`src/rtl/alu_exec_seq.sv`:
```
// EX-stage ALU: single-cycle decode/execute plus a multi-cycle shift-add multu with HI/LO.
// Optional restoring divu is built only when DIVU_EN is defined.
module alu_exec_seq #(
    parameter int WIDTH = 32,
    parameter int CNT_W = $clog2(WIDTH) + 1
) (
    input  logic             clk,
    input  logic             reset,
    input  logic             in_valid,
    output logic             in_ready,
    input  logic [1:0]       aluop,
    input  logic [5:0]       funct,
    input  logic [WIDTH-1:0] a,
    input  logic [WIDTH-1:0] b,
    output logic             out_valid,
    output logic [WIDTH-1:0] result,
    output logic             zero,
    output logic             err,
    output logic [2:0]       gout,
    output logic [WIDTH-1:0] hi,
    output logic [WIDTH-1:0] lo
);

    typedef enum logic [1:0] {
        S_IDLE,
        S_MUL,
`ifdef DIVU_EN
        S_DIV,
`endif
        S_DONE
    } state_t;

    state_t             state_q, state_d;
    logic [CNT_W-1:0]   cnt_q, cnt_d;
    logic [WIDTH-1:0]   mcand_q, mcand_d;
    logic [2*WIDTH-1:0] acc_q, acc_d;
    logic               out_valid_q, out_valid_d;
    logic [WIDTH-1:0]   result_q, result_d;
    logic               zero_q, zero_d;
    logic               err_q, err_d;
    logic [2:0]         gout_q, gout_d;
    logic [WIDTH-1:0]   hi_q, hi_d;
    logic [WIDTH-1:0]   lo_q, lo_d;

    logic [WIDTH-1:0]   dec_res;
    logic [2:0]         dec_gout;
    logic               dec_err, dec_mul, dec_div;
    logic [WIDTH:0]     mul_sum;
    logic [2*WIDTH-1:0] acc_step;

    // Multiplier lives in the low half of acc; its LSB selects the add before each shift.
    assign mul_sum = {1'b0, acc_q[2*WIDTH-1:WIDTH]} + (acc_q[0] ? {1'b0, mcand_q} : '0);

`ifdef DIVU_EN
    logic               div_q, div_d;
    logic [WIDTH:0]     div_top;
    logic               div_ge;
    logic [WIDTH-1:0]   div_rem;

    assign div_top = {acc_q[2*WIDTH-1:WIDTH], acc_q[WIDTH-1]};
    assign div_ge  = (div_top >= {1'b0, mcand_q});
    assign div_rem = div_ge ? (div_top[WIDTH-1:0] - mcand_q) : div_top[WIDTH-1:0];
    assign acc_step = div_q ? {div_rem, acc_q[WIDTH-2:0], div_ge}
                            : {mul_sum, acc_q[WIDTH-1:1]};
`else
    assign acc_step = {mul_sum, acc_q[WIDTH-1:1]};
`endif

    always_comb begin
        dec_res  = '0;
        dec_gout = 3'b010;
        dec_err  = 1'b0;
        dec_mul  = 1'b0;
        dec_div  = 1'b0;
        case (aluop)
            2'b00: dec_res = a + b;
            2'b01: begin dec_res = a - b; dec_gout = 3'b110; end
            2'b11: begin dec_res = a | b; dec_gout = 3'b001; end
            default: begin
                case (funct)
                    6'b100000: dec_res = a + b;
                    6'b100010: begin dec_res = a - b;    dec_gout = 3'b110; end
                    6'b100100: begin dec_res = a & b;    dec_gout = 3'b000; end
                    6'b100101: begin dec_res = a | b;    dec_gout = 3'b001; end
                    6'b100111: begin dec_res = ~(a | b); dec_gout = 3'b101; end
                    6'b101010: begin
                        dec_res  = {{(WIDTH-1){1'b0}}, ($signed(a) < $signed(b))};
                        dec_gout = 3'b111;
                    end
                    6'b011001: begin dec_mul = 1'b1; dec_gout = 3'b011; end
                    6'b010000: begin dec_res = hi_q; dec_gout = 3'b100; end
                    6'b010010: begin dec_res = lo_q; dec_gout = 3'b100; end
`ifdef DIVU_EN
                    6'b011011: begin dec_div = 1'b1; dec_gout = 3'b100; end
`endif
                    default:   dec_err = 1'b1;
                endcase
            end
        endcase
    end

    always_comb begin
        state_d     = state_q;
        cnt_d       = cnt_q;
        mcand_d     = mcand_q;
        acc_d       = acc_q;
        out_valid_d = 1'b0;
        result_d    = result_q;
        zero_d      = zero_q;
        err_d       = err_q;
        gout_d      = gout_q;
        hi_d        = hi_q;
        lo_d        = lo_q;
`ifdef DIVU_EN
        div_d       = div_q;
`endif
        case (state_q)
            S_IDLE: begin
                if (in_valid && in_ready) begin
                    gout_d = dec_gout;
                    if (dec_mul || dec_div) begin
                        // W-1 steps in the busy state, the last one on the way out of DONE
                        state_d = dec_div ? state_t'(2) : S_MUL;
                        cnt_d   = CNT_W'(WIDTH - 2);
                        mcand_d = dec_div ? b : a;
                        acc_d   = {{WIDTH{1'b0}}, (dec_div ? a : b)};
`ifdef DIVU_EN
                        div_d   = dec_div;
`endif
                    end else begin
                        out_valid_d = 1'b1;
                        result_d    = dec_res;
                        zero_d      = (dec_res == '0);
                        err_d       = dec_err;
                    end
                end
            end
            S_MUL
`ifdef DIVU_EN
            , S_DIV
`endif
            : begin
                acc_d = acc_step;
                if (cnt_q == '0) state_d = S_DONE;
                else             cnt_d   = cnt_q - 1'b1;
            end
            S_DONE: begin
                {hi_d, lo_d} = acc_step;
                out_valid_d  = 1'b1;
                result_d     = '0;
                zero_d       = 1'b1;
                err_d        = 1'b0;
                state_d      = S_IDLE;
            end
            default: state_d = S_IDLE;
        endcase
    end

    always_ff @(posedge clk or posedge reset) begin
        if (reset) begin
            state_q     <= S_IDLE;
            cnt_q       <= '0;
            mcand_q     <= '0;
            acc_q       <= '0;
            out_valid_q <= 1'b0;
            result_q    <= '0;
            zero_q      <= 1'b0;
            err_q       <= 1'b0;
            gout_q      <= 3'b000;
            hi_q        <= '0;
            lo_q        <= '0;
`ifdef DIVU_EN
            div_q       <= 1'b0;
`endif
        end else begin
            state_q     <= state_d;
            cnt_q       <= cnt_d;
            mcand_q     <= mcand_d;
            acc_q       <= acc_d;
            out_valid_q <= out_valid_d;
            result_q    <= result_d;
            zero_q      <= zero_d;
            err_q       <= err_d;
            gout_q      <= gout_d;
            hi_q        <= hi_d;
            lo_q        <= lo_d;
`ifdef DIVU_EN
            div_q       <= div_d;
`endif
        end
    end

    assign in_ready  = (state_q == S_IDLE) & ~reset;
    assign out_valid = out_valid_q;
    assign result    = result_q;
    assign zero      = zero_q;
    assign err       = err_q;
    assign gout      = gout_q;
    assign hi        = hi_q;
    assign lo        = lo_q;

endmodule

```
`config.mk`:
```
export PLATFORM = sky130hd
export DESIGN_NAME = alu_exec_seq
export DESIGN_NICKNAME = d
export VERILOG_FILES = /design/src/rtl/alu_exec_seq.sv
export SDC_FILE = /design/constraint.sdc
export NUM_CORES = 1
export LEC_CHECK = 0
export BUFFER_PORTS_ARGS = -buffer_cell sky130_fd_sc_hd__buf_2
export CORE_ASPECT_RATIO = 1.75
export CORE_MARGIN = 2
export CORE_UTILIZATION = 40
export CTS_CLUSTER_DIAMETER = 150
export CTS_CLUSTER_SIZE = 25
export DETAILED_ROUTE_END_ITERATION = 12
export PLACE_DENSITY = 0.7
export SYNTH_ARGS = -nofsm -noshare
export SYNTH_HDL_FRONTEND = slang
export SYNTH_SLANG_ARGS = --single-unit
```
`constraint.sdc`:
```
create_clock -name clk -period 7.6 [get_ports clk]
set_input_delay 0.38 -clock clk [delete_from_list [all_inputs] [get_ports clk]]
set_output_delay 0.38 -clock clk [all_outputs]
set_load 0.03 [all_outputs]
```
==> flow_summary.json <==
{
  "cp_slowest_cell": "a2111oi_0",
  "final.period_utilization_pct": 66.25,
  "finalNonFillerCells": 2704,
  "hold_viol": 0,
  "crit_chain": "and2_1 > ha_1 > fa_1 > a21o_1 > a21oi_1 > o21bai_1 > nor3b_1 > nor2_1 > a2111oi_0 > o221ai_1 > o21ai_0 > nor2_1 > o21ai_0 > o21ai_0 > o21ai_0",
  "async_reset_ff_share_pct": 100.0,
  "post_cts_buffers": 0,
  "drc": 0,
  "clk_pin_slew_ns": 0.10,
  "grt_pass1_vias": 16580,
  "start_util_pct": 40.42,
  "p_int_mw": 2.059,
  "crit_required_ns": 8.03,
  "grt_pass1_wl_um": 103500,
  "fin_nets": 2379,
  "clk_path_buf_depth": 3,
  "dr.pass1.iters": 6,
  "dieArea_mm2": 0.04297,
  "leakage_nw": 8.916,
  "slew_headroom_pct": 23.69,
  "syn2layout_area_growth_pct": 10.26,
  "grt_max_degree": 130,
  "timing.hold.ws_ns": 0.03651,
  "htree_levels": 1,
  "io_buffers": 177,
  "antenna_cells": 0,
  "syn_area_per_cell_um2": 8.028,
  "wl_um": 70150,
  "seq_area_frac_synth_pct": 31.23,
  "tightest_slew_ns": 1.129,
  "antenna_found_initial": 2,
  "hpwlAfterDp_um": 52280,
  "clkLatencyLatePin_ns": 0.53,
  "crit_buf_inv": 0,
  "setup_viol": 0,
  "timing_worst_setup_path_type": "reg -> reg",
  "p_comb_share_pct": 38.6,
  "synth_edf_count": 0,
  "finalSetupTns_ns": 0,
  "num_vias": 16630,
  "cts_root_buf": "clkbuf_16",
  "fin_skew_ns": 0.05603,
  "gp_congestion": 1.033,
  "ir_drop_mv": 0.2559,
  "drv_slew": 0,
  "fmaxAchievable_ghz": 0.1986,
  "max_cap_violations": 0,
  "drive_above_1_share_pct": 12.44,
  "cts_buffers": 12,
  "crit-reg2reg-launch": "acc_q[0]",
  "seqPwrFrac_pct": 40.7,
  "hold_path.class": "in -> async",
  "dp_cells": 2690,
  "syn_inst": 2056,
  "crit_family": "compound AO/OA/AOI/OAI gates",
  "cts_resized": 0,
  "grtUsageTotal_pct": 32.23,
  "die_w_um": 157.6,
  "clockPowerShare_pct": 20.7,
  "cts_tree": "yes",
  "netlist_area_mm2": 0.01650,
  "startpoint_type": "flip-flop",
  "worstPathMaxFanout": 33,
  "grt_overflow": 0,
  "yosysWarnings": 0,
  "ant_nets": 0,
  "switching_power_mw": 1.494,
  "ioPinCount": 178,
  "crit_top_cell": "o21ai_0",
  "vias_per_cell": 6.150,
  "synth_ff_type": "dfrtp_1",
  "max_stage_delay_ns": 0.92,
  "cts.sinks": 206,
  "fp.dieH_um": 272.7,
  "power.density_mw_per_mm2": 195.3,
  "num_rows": 98,
  "syn_nets": 2281,
  "period_needed_ns": 5.035,
  "grt_setup_unrepaired": "false",
  "core_mm2": 0.04083,
  "synth_seq_cells": 206,
  "critPathArrivalTime_ns": 5.46,
  "hold_buffers": 0,
  "drt_iter0_markers": 1434,
  "crit_start": "acc_q[0]",
  "swShare_pct": 42.05,
  "outcome": "finished, final reports clean",
  "wl_per_cell_um": 25.94,
  "yosysUniqueCellTypes": 95,
  "endpoint_kind": "flip-flop"
}
[layout make-up]
type	instances	area (um^2)
sequential	206	5155
inverter	113	431.7
clock inverter	1	20.02
multi-input combinational	1617	10490
tap	550	688.2
timing repair buffer	204	1089
fill	4102	22630
clock buffer	13	325.3
[layout by cell type (no fill, tap or decap), drive strengths merged, types with 23 or more instances in the layout]
master	Yosys	layout
a21o	35	35
a21oi	107	107
a221oi	23	23
a22oi	66	66
and2	39	39
buf	33	204
dfrtp	206	206
ha	147	147
inv	110	111
nand2	354	354
nand3	76	76
nor2	123	123
nor3	34	34
o21ai	187	187
xnor2	67	67
xor2	33	33
[cells in the mapped netlist, types with 9 or more instances]
master / count / area [um^2]
nand2b_1: 21 / 131.4
xnor2_1: 67 / 586.8
nor4_1: 9 / 56.30
xor2_1: 33 / 289.0
and2_1: 34 / 212.7
nor2b_1: 17 / 106.4
a221oi_1: 22 / 192.7
a211oi_1: 15 / 112.6
ha_1: 147 / 1839
o22ai_1: 18 / 112.6
buf_1: 11 / 41.29
buf_2: 15 / 75.07
nor2_1: 122 / 457.9
dfrtp_1: 206 / 5155
mux2i_1: 12 / 120.1
nand2_1: 353 / 1325
nand4_1: 14 / 87.58
o21bai_1: 10 / 75.07
o221ai_1: 14 / 122.6
o21ai_0: 178 / 890.9
o211ai_1: 12 / 90.09
nor3_1: 34 / 170.2
and3_1: 9 / 56.30
clkbuf_1: 87 / 326.6
or3_1: 13 / 81.33
a31oi_1: 13 / 81.33
a22oi_1: 66 / 495.5
a21o_1: 34 / 255.2
a21oi_1: 105 / 525.5
o31ai_1: 13 / 97.59
a221o_1: 15 / 150.1
inv_1: 110 / 412.9
nand3_1: 76 / 380.4
[cell families after synthesis]
logic type / synth area share, %
adder cells (fa/ha/maj): 11.51
XOR/XNOR: 5.307
buffers and inverters: 5.572
flip-flops: 31.23
AO/OA/AOI/OAI: 24.99
multiplexers: 1.001
AND/OR/NAND/NOR: 20.38
[routing by layer]
layer | up-vias | share of wire (%) | track usage (%)
li1 | 7477 | - | -
met1 | 8105 | 37 | 38.29
met2 | 795 | 48 | 54.96
met3 | 251 | 6.8 | 3.600
met4 | 2 | 7.4 | 20.26
met5 | - | 0.019 | 0
[worst register-to-register path, cell delays in order, from the launching register on]
cell	delay, ns
dfrtp_1	0.89
and2_1	0.24
ha_1	0.19
fa_1	0.28
a21o_1	0.14
a21oi_1	0.09
o21bai_1	0.28
nor3b_1	0.41
nor2_1	0.14
a2111oi_0	0.92
o221ai_1	0.47
o21ai_0	0.32
nor2_1	0.08
o21ai_0	0.17
o21ai_0	0.14
o21ai_0	0.16
[stage by stage]
stage | util, % | cell area [um^2] | power, mW | setup WS (ns)
2_1_floorplan | - | 16500 | 2.348 | 1.596
3_3_place_gp | 43.72 | 17850 | 2.775 | 2.572
3_5_place_dp | 43.72 | 17850 | 2.807 | 2.577
4_1_cts | 44.57 | 18200 | 3.547 | 2.601
5_1_grt | 44.57 | 18200 | 3.732 | 2.071
6_report | 44.57 | 18200 | 3.553 | 2.565
[power by group through the flow]
stage / Sequential (mW) / Clock [mW] / Combinational [mW]
detailed placement: 1.46 / 0 / 1.35
finish: 1.45 / 0.735 / 1.37
global route: 1.47 / 0.776 / 1.49
global placement: 1.46 / 0 / 1.32
floorplan: 1.53 / 0 / 0.821
CTS: 1.44 / 0.752 / 1.35
[registers in the layout, indices dropped and copies added (netlist names)]
signal	count
acc_q	64
cnt_q	6
err	1
gout	3
hi	32
lo	32
mcand_q	32
out_valid	1
result	32
state_q	2
zero	1
[path summary, 6_finish.rpt]
| check | slack (ns) | depth (start not counted) | to |
|---|---|---|---|
| max | 2.57 | 15 | acc_q[63] |
| min | 0.04 | 2 | acc_q[50] |
| max reg2reg | 2.57 | 15 | acc_q[63] |
| min reg2reg | 0.48 | 2 | lo[10] |
| max in group asynchronous | 5.91 | 3 | mcand_q[10] |
| min in group clk | 0.11 | 3 | acc_q[24] |
Power figures use the tool's default switching activity.
